**config.mk**
```make
export PLATFORM = sky130hd
export DESIGN_NAME = lfsr_gen
export DESIGN_NICKNAME = d
export VERILOG_FILES = /design/src/rtl/lfsr_pkg.sv /design/src/rtl/lfsr_next.sv /design/src/rtl/lfsr_gen.sv
export SDC_FILE = /design/constraint.sdc
export NUM_CORES = 1
export LEC_CHECK = 0
export CELL_PAD_IN_SITES_DETAIL_PLACEMENT = 0
export CELL_PAD_IN_SITES_GLOBAL_PLACEMENT = 1
export CORE_MARGIN = 3
export CORE_UTILIZATION = 40
export DETAILED_ROUTE_END_ITERATION = 10
export MAX_ROUTING_LAYER = met4
export PLACE_DENSITY_LB_ADDON = 0.1
export SLEW_MARGIN = 20
export SYNTH_ARGS = -nofsm -noshare
export SYNTH_HDL_FRONTEND = slang
export SYNTH_SLANG_ARGS = --single-unit
```
**constraint.sdc**
```tcl
create_clock -name clk -period 4.2 [get_ports clk]
set_input_delay 0.84 -clock clk [delete_from_list [all_inputs] [get_ports clk]]
set_output_delay 0.84 -clock clk [all_outputs]
set_load 0.01 [all_outputs]
```
**src/rtl/lfsr_pkg.sv**
```systemverilog
// Shared constants and types for the LFSR word generator.
package lfsr_pkg;

  // Feedback network selection
  localparam int MODE_FIB    = 0;
  localparam int MODE_GALOIS = 1;

  // Maximal-length polynomials; bit i = coefficient of x^i, x^WIDTH implied
  localparam logic [3:0]  POLY_4  = 4'h3;
  localparam logic [7:0]  POLY_8  = 8'h1D;
  localparam logic [15:0] POLY_16 = 16'h6801;
  localparam logic [31:0] POLY_32 = 32'h000000C5;

  // Handshake controller states
  typedef enum logic {
    ST_IDLE = 1'b0,
    ST_RUN  = 1'b1
  } lfsr_st_e;

endpackage

```
**src/rtl/lfsr_next.sv**
```systemverilog
// Combinational LFSR step: Fibonacci (shift in XOR of tapped bits) or
// Galois (shift out MSB and fold it back through the polynomial).
module lfsr_next
  import lfsr_pkg::*;
#(
  parameter int               WIDTH = 16,
  parameter logic [WIDTH-1:0] POLY  = 16'h6801,
  parameter int               MODE  = MODE_FIB
) (
  input  logic [WIDTH-1:0] i_s,
  output logic [WIDTH-1:0] o_next
);

  generate
    if (MODE == MODE_GALOIS) begin : g_galois
      // Galois: x * s mod P(x)
      assign o_next = {i_s[WIDTH-2:0], 1'b0} ^ ({WIDTH{i_s[WIDTH-1]}} & POLY);
    end else begin : g_fib
      // Fibonacci: the x^WIDTH term taps the MSB, POLY[0] is the implied output tap
      logic [WIDTH-1:0] w_mask;
      assign w_mask = {1'b1, POLY[WIDTH-1:1]};
      assign o_next = {i_s[WIDTH-2:0], ^(i_s & w_mask)};
    end
  endgenerate

endmodule

```
**src/rtl/lfsr_gen.sv**
```systemverilog
// LFSR pseudo-random word source with valid/ready output, sanitised seed load
// and period tracking against the most recently loaded seed.
module lfsr_gen
  import lfsr_pkg::*;
#(
  parameter int               WIDTH        = 16,
  parameter logic [WIDTH-1:0] POLY         = 16'h6801,
  parameter int               MODE         = MODE_FIB,
  parameter logic [WIDTH-1:0] DEFAULT_SEED = WIDTH'(1)
) (
  input  logic             clk,
  input  logic             reset,
  input  logic             ld,
  input  logic [WIDTH-1:0] seed,
  input  logic             en,
  input  logic             out_ready,
  output logic             out_valid,
  output logic [WIDTH-1:0] q,
  output logic             bit_out,
  output logic             lockup,
  output logic             period_done,
  output logic [WIDTH-1:0] period_cnt
);

  lfsr_st_e         r_fsm;
  logic [WIDTH-1:0] r_state;
  logic [WIDTH-1:0] r_ref;
  logic [WIDTH-1:0] r_cnt;
  logic             r_valid;
  logic             r_lockup;
  logic             r_pdone;

  logic [WIDTH-1:0] w_next;
  logic [WIDTH-1:0] w_seed;
  logic             w_seed_zero;
  logic             w_accept;

  lfsr_next #(
    .WIDTH (WIDTH),
    .POLY  (POLY),
    .MODE  (MODE)
  ) u_next (
    .i_s    (r_state),
    .o_next (w_next)
  );

  // A zero seed would lock the register at zero forever; substitute the default
  assign w_seed_zero = (seed == '0);
  assign w_seed      = w_seed_zero ? DEFAULT_SEED : seed;
  assign w_accept    = r_valid & out_ready;

  // Controller, state register, reference seed and period counter
  always_ff @(posedge clk or posedge reset) begin
    if (reset) begin
      r_fsm    <= ST_IDLE;
      r_state  <= DEFAULT_SEED;
      r_ref    <= DEFAULT_SEED;
      r_cnt    <= '0;
      r_valid  <= 1'b0;
      r_lockup <= 1'b0;
      r_pdone  <= 1'b0;
    end else begin
      r_lockup <= 1'b0;
      r_pdone  <= 1'b0;
      if (ld) begin
        // Load overrides everything; a pending word is dropped
        r_state  <= w_seed;
        r_ref    <= w_seed;
        r_cnt    <= '0;
        r_fsm    <= ST_IDLE;
        r_valid  <= 1'b0;
        r_lockup <= w_seed_zero;
      end else begin
        case (r_fsm)
          ST_IDLE: begin
            if (en) begin
              r_fsm   <= ST_RUN;
              r_valid <= 1'b1;
            end
          end
          ST_RUN: begin
            // Without an accept the word is held even if en drops
            if (w_accept) begin
              r_state <= w_next;
              if (w_next == r_ref) begin
                r_cnt   <= '0;
                r_pdone <= 1'b1;
              end else begin
                r_cnt   <= r_cnt + 1'b1;
              end
              if (!en) begin
                r_fsm   <= ST_IDLE;
                r_valid <= 1'b0;
              end
            end
          end
          default: begin
            r_fsm   <= ST_IDLE;
            r_valid <= 1'b0;
          end
        endcase
      end
    end
  end

  assign out_valid   = r_valid;
  assign q           = r_state;
  assign bit_out     = r_state[WIDTH-1];
  assign lockup      = r_lockup;
  assign period_done = r_pdone;
  assign period_cnt  = r_cnt;

endmodule

```
# After elaboration in Yosys (flattened, before gate mapping)
# Index checks and enable logic that the tools add are counted.
# classes
add_sub_neg	1
n_reduce_logical	6
bitwise_logic	2
mux	22
eq_ne	4
# op_table
cell	n
$mux 16	8
$add 16x1->16 const B	1
$eq 16x16->1	1
$logic_not 16->1	1
$reduce_xor 16->1	1
$mux 1	12
$ne 3x3->1 const B	2
$pmux 1 s2	2
$reduce_bool 2->1	2
$ne 3x2->1 const B	1
$reduce_and 3->1	1
$reduce_and 2->1	1
$and 1x1->1	1
$not 1->1	1
# word_totals
regBits	52
input_bits	21

# Longest topological paths before layout
# Gate-level depths: netlist of the first run.
# depth
ltp_word	6
depth_mapped	7
depth_no_buf	7

# Cells and area by module
# A second synthesis of the first run with hierarchy kept.
# unflattened
hier_cells	267
hier_area_um2	2681.3
# by_module_without_submodules
mod	area_per_inst_um2	cells_per_inst	n_inst
lfsr_gen	2542.4	249	1
lfsr_next	138.9	18	1

# Worst setup path after synthesis of the first run
# No wires, ideal clock.
# synth_path
kind	input to register
start	input port seed[7]
end	register r_state[1], in the netlist q[1]
path_stages	7
n_path_buf	2
arrival_time_ps	1946
path_slack_ps	2121
setup_ps	133
cell_sequence	nor4_1 -> nand4_1 -> and2_1 -> buf_2 -> buf_1 -> a22oi_1 -> o21ai_0
# synth_via
elab_chain_cells	3
# synth_rtl
element	line_no	text
start: declaration	lfsr_gen.sv:14	input logic [WIDTH-1:0] seed,
$logic_not 16->1	lfsr_gen.sv:48	assign w_seed_zero = (seed == '0);
$mux 16	lfsr_gen.sv:49	assign w_seed = w_seed_zero ? DEFAULT_SEED : seed;
$mux 16	lfsr_gen.sv:65	if (ld) begin
end signal: assignment	lfsr_gen.sv:67	r_state <= w_seed;
end signal: assignment	lfsr_gen.sv:84	r_state <= w_next;
end: declaration	lfsr_gen.sv:26	logic [WIDTH-1:0] r_state;
# No other way between the ends.
# A chain may end at the register's enable or synchronous reset.

# Worst setup path in the final report of the first run
# layout_path
start	input port ld
end	register r_cnt[11], in the netlist period_cnt[11]
# layout_via
elab_chain_cells	2
elab_cells_between_ends	4
classes_between	mux: 1; reduce/logical: 3
# layout_rtl
element	line_no	text
start: declaration	lfsr_gen.sv:13	input logic ld,
$reduce_bool 2->1 (no line)	-	
$reduce_and 2->1 (no line)	-	
end signal: assignment	lfsr_gen.sv:89	r_cnt <= r_cnt + 1'b1;
end: declaration	lfsr_gen.sv:28	logic [WIDTH-1:0] r_cnt;
# Parallel ways exist; a longest one is shown, timed or not.

==> impl_metrics.yaml, run 1 <==
run_status:
  status: "complete, no violations"
place:
  gp_congestion: 0.7685
  port_buffers: 56
  pre_cts_slack_ps: 1154
  hpwlAfterDp_um: 4301
route:
  wire_per_inst_um: 16.41
  met3WireLength_um: 263
  first_pass_iters: 4
  route.detailed.drc: 0
  wl_met2_um: 2560
  highest_layer: "met4"
  drtAntennaViolNets: 0
  drt-met1-wl_um: 3326
  drt-total-wl_um: 6218
  drt_iter0_markers: 131
  num_vias: 2051
  vias_per_cell: 5.412
timing:
  maxSlewViolCount: 0
  fin_worst_skew_ps: 6.504
  report.final.setup_viol: 0
  period_share_pct: 64.27
  fmax_mhz: 370.5
  hold_violations: 0
  tightest_slew_ps: 807.2
  slew_headroom_pct: 46.18
  setup_ws_ps: 1501
  rsz0062_at_grt: "no"
  min_period_ps: 2699
  fin_tns_setup_ps: 0
setup_path:
  start_kind: "input port"
  r2r_start: "q[2]"
  cp_cell_sequence: "clkdlybuf4s50_1 > inv_1 > nand2b_1 > a41oi_2 > nand3_1 > o311ai_2"
  required_ps: 4420
  crit_start: "ld"
  critical_path_class: "input port to register"
  worstSetupEndpointType: "register"
  crit_slowest_cell: "a41oi_2"
  cp.arrival_ps: 2920
  crit_path_max_incr_delay_ps: 650
  cp_max_fo: 21
floorplanning:
  die_area_um2: 7470
  fp-row-count: 28
  io_pins: 57
  die_x_um: 86.43
  core_area_um2: 6096
  die_y_um: 86.43
  start_util_pct: 42.45
clock_network:
  cts_tree: "done"
  cts.sinks: 52
  htreeDepth: 2
  cts_buffers: 5
  worstSkewPairLatency_ps: 310
  clk_pin_slew_ps: 100
  cts_setup_buffers: 0
  root_buffer: "clkbuf_8"
  hold_buffers: 0
  cts_buffer_depth: 2
  cts_resized: 0
yosys:
  synth_compound_area_share_pct: 18.18
  synth.cell_area_um2: 2587
  synth_simple_gate_area_share_pct: 14.70
  yosysWarnings: 0
  syn_nets: 273
  synth-main-ff-cell: "dfrtp_1"
  async_flop_share_pct: 100.0
  syn_area_per_cell_um2: 10.31
  synth_edf_count: 0
  ys_ff_latch: 52
  syn_inst: 251
  yosys.area.top_type: "dfrtp_1"
  synth.distinct_cells: 35
  synth_top_family_by_area: "compound AO/OA/AOI/OAI gates"
  synth.area.mux_share_pct: 5.319
  synth_xor_area_share_pct: 7.108
  synth_seq_area_share_pct: 50.39
  ys_top_cells_by_area: "dfrtp_1 (48%), nand2_1 (5.2%), o21ai_0 (4.4%)"
  yosysTopAreaCellShare_pct: 48.36
  synthAdderAreaFrac_pct: 0.4836
hold_path:
  worstHoldStart: "r_ref[4]"
  hold_path.class: "register to register"
cells_and_area:
  nets: 325
  drive_above_1_share_pct: 10.53
  final_common_cell: "clkdlybuf4s50_1"
  synthToLayoutAreaGrowth_pct: 28.39
  fillCellCount: 573
  final_cell_mix: "clkdlybuf4s50_1 (56), dfrtp_1 (50), nand2_1 (36), o21ai_0 (23)"
  antennaDiodeCount: 0
  regArea_um2: 1304
  multi_input_area_um2: 1200
job:
  max_cap_viol_count: 0
pwr:
  p_leak_nw: 1.302
  power_density_nw_per_um2: 351.4
  ir_drop_uv: 185.9
global_route:
  grt_max_degree: 34
  antenna_found_initial: 0
  overflow: 0
  grt_pass1_vias: 1945
  groute.usage.overall_pct: 18.42
  grt_pass1_wl_um: 10430
-- worst max-delay path, delay by kind of cell --
kind            cells  cell delay, ps
compound gates      2             770
simple gates        2             390
buf+inv             2             910
-- registers in the layout (all words and copies together) (netlist names) --
signal and cells:
out_valid 1, lockup 1, period_cnt 16, q 16
r_fsm 1, r_ref 16, period_done 1
-- synth_stat cells, types with 3 or more instances --
cell and number:
nor4_1 6, or2_2 3, nand3_1 13, a21oi_1 6, inv_1 8, mux2_2 6, o21ai_0 23, xnor2_1 13
nand4_1 5, nor3_1 4, nor2_1 6, dfrtp_1 50, nand2_1 36, or3_1 5, a22o_1 10, o311ai_2 7
mux2i_1 7, clkbuf_1 6, xor2_1 8, buf_1 4, a22oi_1 9
-- power by group --
part           internal (mW)  leakage, nW  switching, mW
registers              0.541        0.666         0.0455
logic                  0.119        0.583          0.107
clock network          0.177       0.0541          0.178
-- final timing paths --
check                                      end  slack, ps  cells past startpoint
max in group asynchronous                 q[0]       2530                      3
worst max register to register   period_cnt[5]       1840                      5
min in group asynchronous        period_cnt[1]        850                      2
worst max-delay path            period_cnt[11]       1500                      6
worst min-delay path                  r_ref[4]        540                      1
worst min register to register        r_ref[4]        540                      1
-- logic make-up (layout without fill, tap and decap cells) --
family,Yosys count,count (layout)
muxes,13,13
AOI/OAI and AO/OA,61,61
buffers and inverters,22,75
and+or+nand+nor,81,81
DFF,52,52
xor gates and xnor gates,21,21
adders and majority gates,1,1
-- per-stage QoR --
stage | area [um^2] | instances | hold slack (ps) | total power [mW] | util (%)
4_1_cts | 3322 | 379 | 536.2 | 1.176 | 54.50
3_5_place_dp | 3211 | 371 | 517.5 | 0.8218 | 52.67
3_3_place_gp | 3211 | 371 | 510.4 | 0.8200 | 52.67
5_1_grt | 3322 | 379 | 547.8 | 1.222 | 54.50
2_1_floorplan | 2587 | 251 | 498.3 | 0.7123 | -
6_report | 3322 | 379 | 536.4 | 1.167 | 54.50
-- layer usage --
metal	up-vias	track usage, %
li1	1001	-
met1	993	28.78
met2	51	24.41
met3	6	3.232
met4	0	4.674
met5	-	-
-- layout make-up --
| type | count | area share [%] |
|---|---|---|
| multi-input combinational | 177 | 36.12 |
| tap | 75 | 2.825 |
| clock inverter | 3 | 1.281 |
| clock buffer | 5 | 2.072 |
| inverter | 8 | 0.9040 |
| sequential | 52 | 39.25 |
| timing repair buffer | 59 | 17.55 |
(Power assumes the default switching activity.)
==> run 2: changes to the inputs <==
--- a/config.mk
+++ b/config.mk
@@ -8,7 +8,7 @@
 export CELL_PAD_IN_SITES_DETAIL_PLACEMENT = 0
 export CELL_PAD_IN_SITES_GLOBAL_PLACEMENT = 1
 export CORE_MARGIN = 3
-export CORE_UTILIZATION = 40
+export CORE_UTILIZATION = 35
 export DETAILED_ROUTE_END_ITERATION = 10
 export MAX_ROUTING_LAYER = met4
 export PLACE_DENSITY_LB_ADDON = 0.1
==> constraint.sdc (replaced) <==
create_clock -name clk -period 2.35 [get_ports clk]
set_input_delay 0.47 -clock clk [delete_from_list [all_inputs] [get_ports clk]]
set_output_delay 0.47 -clock clk [all_outputs]
set_load 0.01 [all_outputs]
==> run 2 against run 1 <==
Against the previous run:
- first-iteration DRC count is 6.9% lower
- sequential share of layout area is 2.0 points lower
- flip-flop and latch count stayed put
- clock power up 53%
- register-to-register slack lost 1500 ps
- highest routed layer unchanged
==> impl_metrics.yaml, run 2 (synthesized netlist as in run 1, its figures left out) <==
clock_network:
  cts_setup_buffers: 0
  cts_tree: "done"
  root_buffer: "clkbuf_8"
  htreeDepth: 2
  cts_buffer_depth: 2
  cts.sinks: 52
  cts_buffers: 5
  cts_resized: 0
  clk_pin_slew_ps: 100
  hold_buffers: 0
  worstSkewPairLatency_ps: 300
place:
  hpwlAfterDp_um: 4536
  gp_congestion: 0.7596
  pre_cts_slack_ps: -13.90
  postPlaceCellArea_um2: 3405
  port_buffers: 56
  dp_cells: 411
setup_path:
  cp_max_fo: 11
  worstSetupEndpointType: "register"
  start_kind: "input port"
  r2r_cells: 6
  cp.arrival_ps: 2230
  critical_path_class: "input port to register"
  required_ps: 2530
  timing.reg2reg.setup_slack_ps: 330
timing:
  report.final.setup_viol: 0
  min_period_ps: 2043
  fin_worst_skew_ps: 15.41
  maxSlewViolCount: 0
  tightest_slew_ps: 454.4
  hold_violations: 0
  fmax_mhz: 489.6
  slew_headroom_pct: 69.66
  setup_ws_ps: 307.3
  rsz0062_at_grt: "no"
  period_share_pct: 86.92
global_route:
  grt_util_met1_pct: 24.04
  antenna_found_initial: 0
  grt_pass1_vias: 2041
  use_met2_pct: 21.53
  grt_max_degree: 34
  groute.usage.overall_pct: 15.86
  use_met3_pct: 3.117
  busiest_layer: "met1"
  grt_pass1_wl_um: 10440
  overflow: 0
floorplanning:
  io_pins: 57
  start_util_pct: 37.06
  fp-row-count: 30
  die_x_um: 91.98
  core_area_um2: 6982
  die_area_um2: 8460
  die_y_um: 91.98
pwr:
  ir_drop_uv: 426.9
  power_density_nw_per_um2: 576.3
  p_leak_nw: 1.402
route:
  first_pass_iters: 4
  drtAntennaViolNets: 0
  vias_per_cell: 5.014
  num_vias: 2101
  drt_iter0_markers: 122
  drt-total-wl_um: 6123
  wire_per_inst_um: 14.61
  route.detailed.drc: 0
cells_and_area:
  instances_no_fill: 419
  antennaDiodeCount: 0
  drive_above_1_share_pct: 15.79
  final_cell_mix: "clkdlybuf4s50_1 (56), dfrtp_1 (50), nand2_1 (36), o21ai_0 (23), buf_4 (20)"
  synthToLayoutAreaGrowth_pct: 35.30
  final_common_cell: "clkdlybuf4s50_1"
  nets: 344
  fin_area_um2: 3501
run_status:
  status: "complete, no violations"
job:
  max_cap_viol_count: 0
hold_path:
  hold_path.class: "input port to asynchronous set/reset pin"
-- run 2: changes by cell type in the layout (fill, tap and decap cells not counted) --
cell        delta
clkbuf_8       +1
buf_12         +2
clkinvlp_4     -1
bufinv_16      -1
buf_4         +17
inv_6          +1
-- run 2: final cells by class --
class / count / area, um^2
Multi-Input combinational cell: 177 / 1200
Clock inverter: 2 / 13.76
Tap cell: 96 / 120.1
Inverter: 8 / 30.03
Sequential cell: 52 / 1304
Timing Repair Buffer: 78 / 750.7
Clock buffer: 6 / 82.58
Fill cell: 680 / 3481
-- run 2: critical path: stages --
cell,delay [ps]
clkdlybuf4s50_1,440
nor4_1,380
buf_4,170
nand4_1,90
and2_1,260
buf_12,170
a22oi_1,150
o21ai_0,90
-- run 2: report_power, final --
group          internal, mW  total, mW  switching, mW
registers             0.966       1.05         0.0791
logic                 0.234      0.429          0.194
clock network         0.242      0.543          0.302
total                  1.44       2.02          0.575
-- run 2: final timing paths --
| kind | end | startpoint |
|---|---|---|
| worst max-delay path | q[12] | seed[14] |
| worst min-delay path | period_cnt[7] | reset |
| worst max register to register | period_cnt[15] | q[13] |
| worst min register to register | q[0] | q[0] |
| max in group asynchronous | q[0] | reset |
| min in group clk | q[0] | q[0] |
-- run 2: per-layer routing --
layer  wire [um]  share of wire, %
met4          51              0.83
met1        3297                54
met3         277               4.5
met2        2497                41
met5           0                 0
-- run 2: per-stage QoR --
step	power, mW	TNS [ps]	hold WS (ps)	utilization, %
after floorplan	1.273	0	498.3	-
after global placement	1.495	-62.56	497.2	48.76
after detailed placement	1.497	-31.74	500.9	48.76
after CTS	2.047	0	496.4	50.14
after global routing	2.130	0	515.8	50.14
final	2.017	0	483.7	50.14
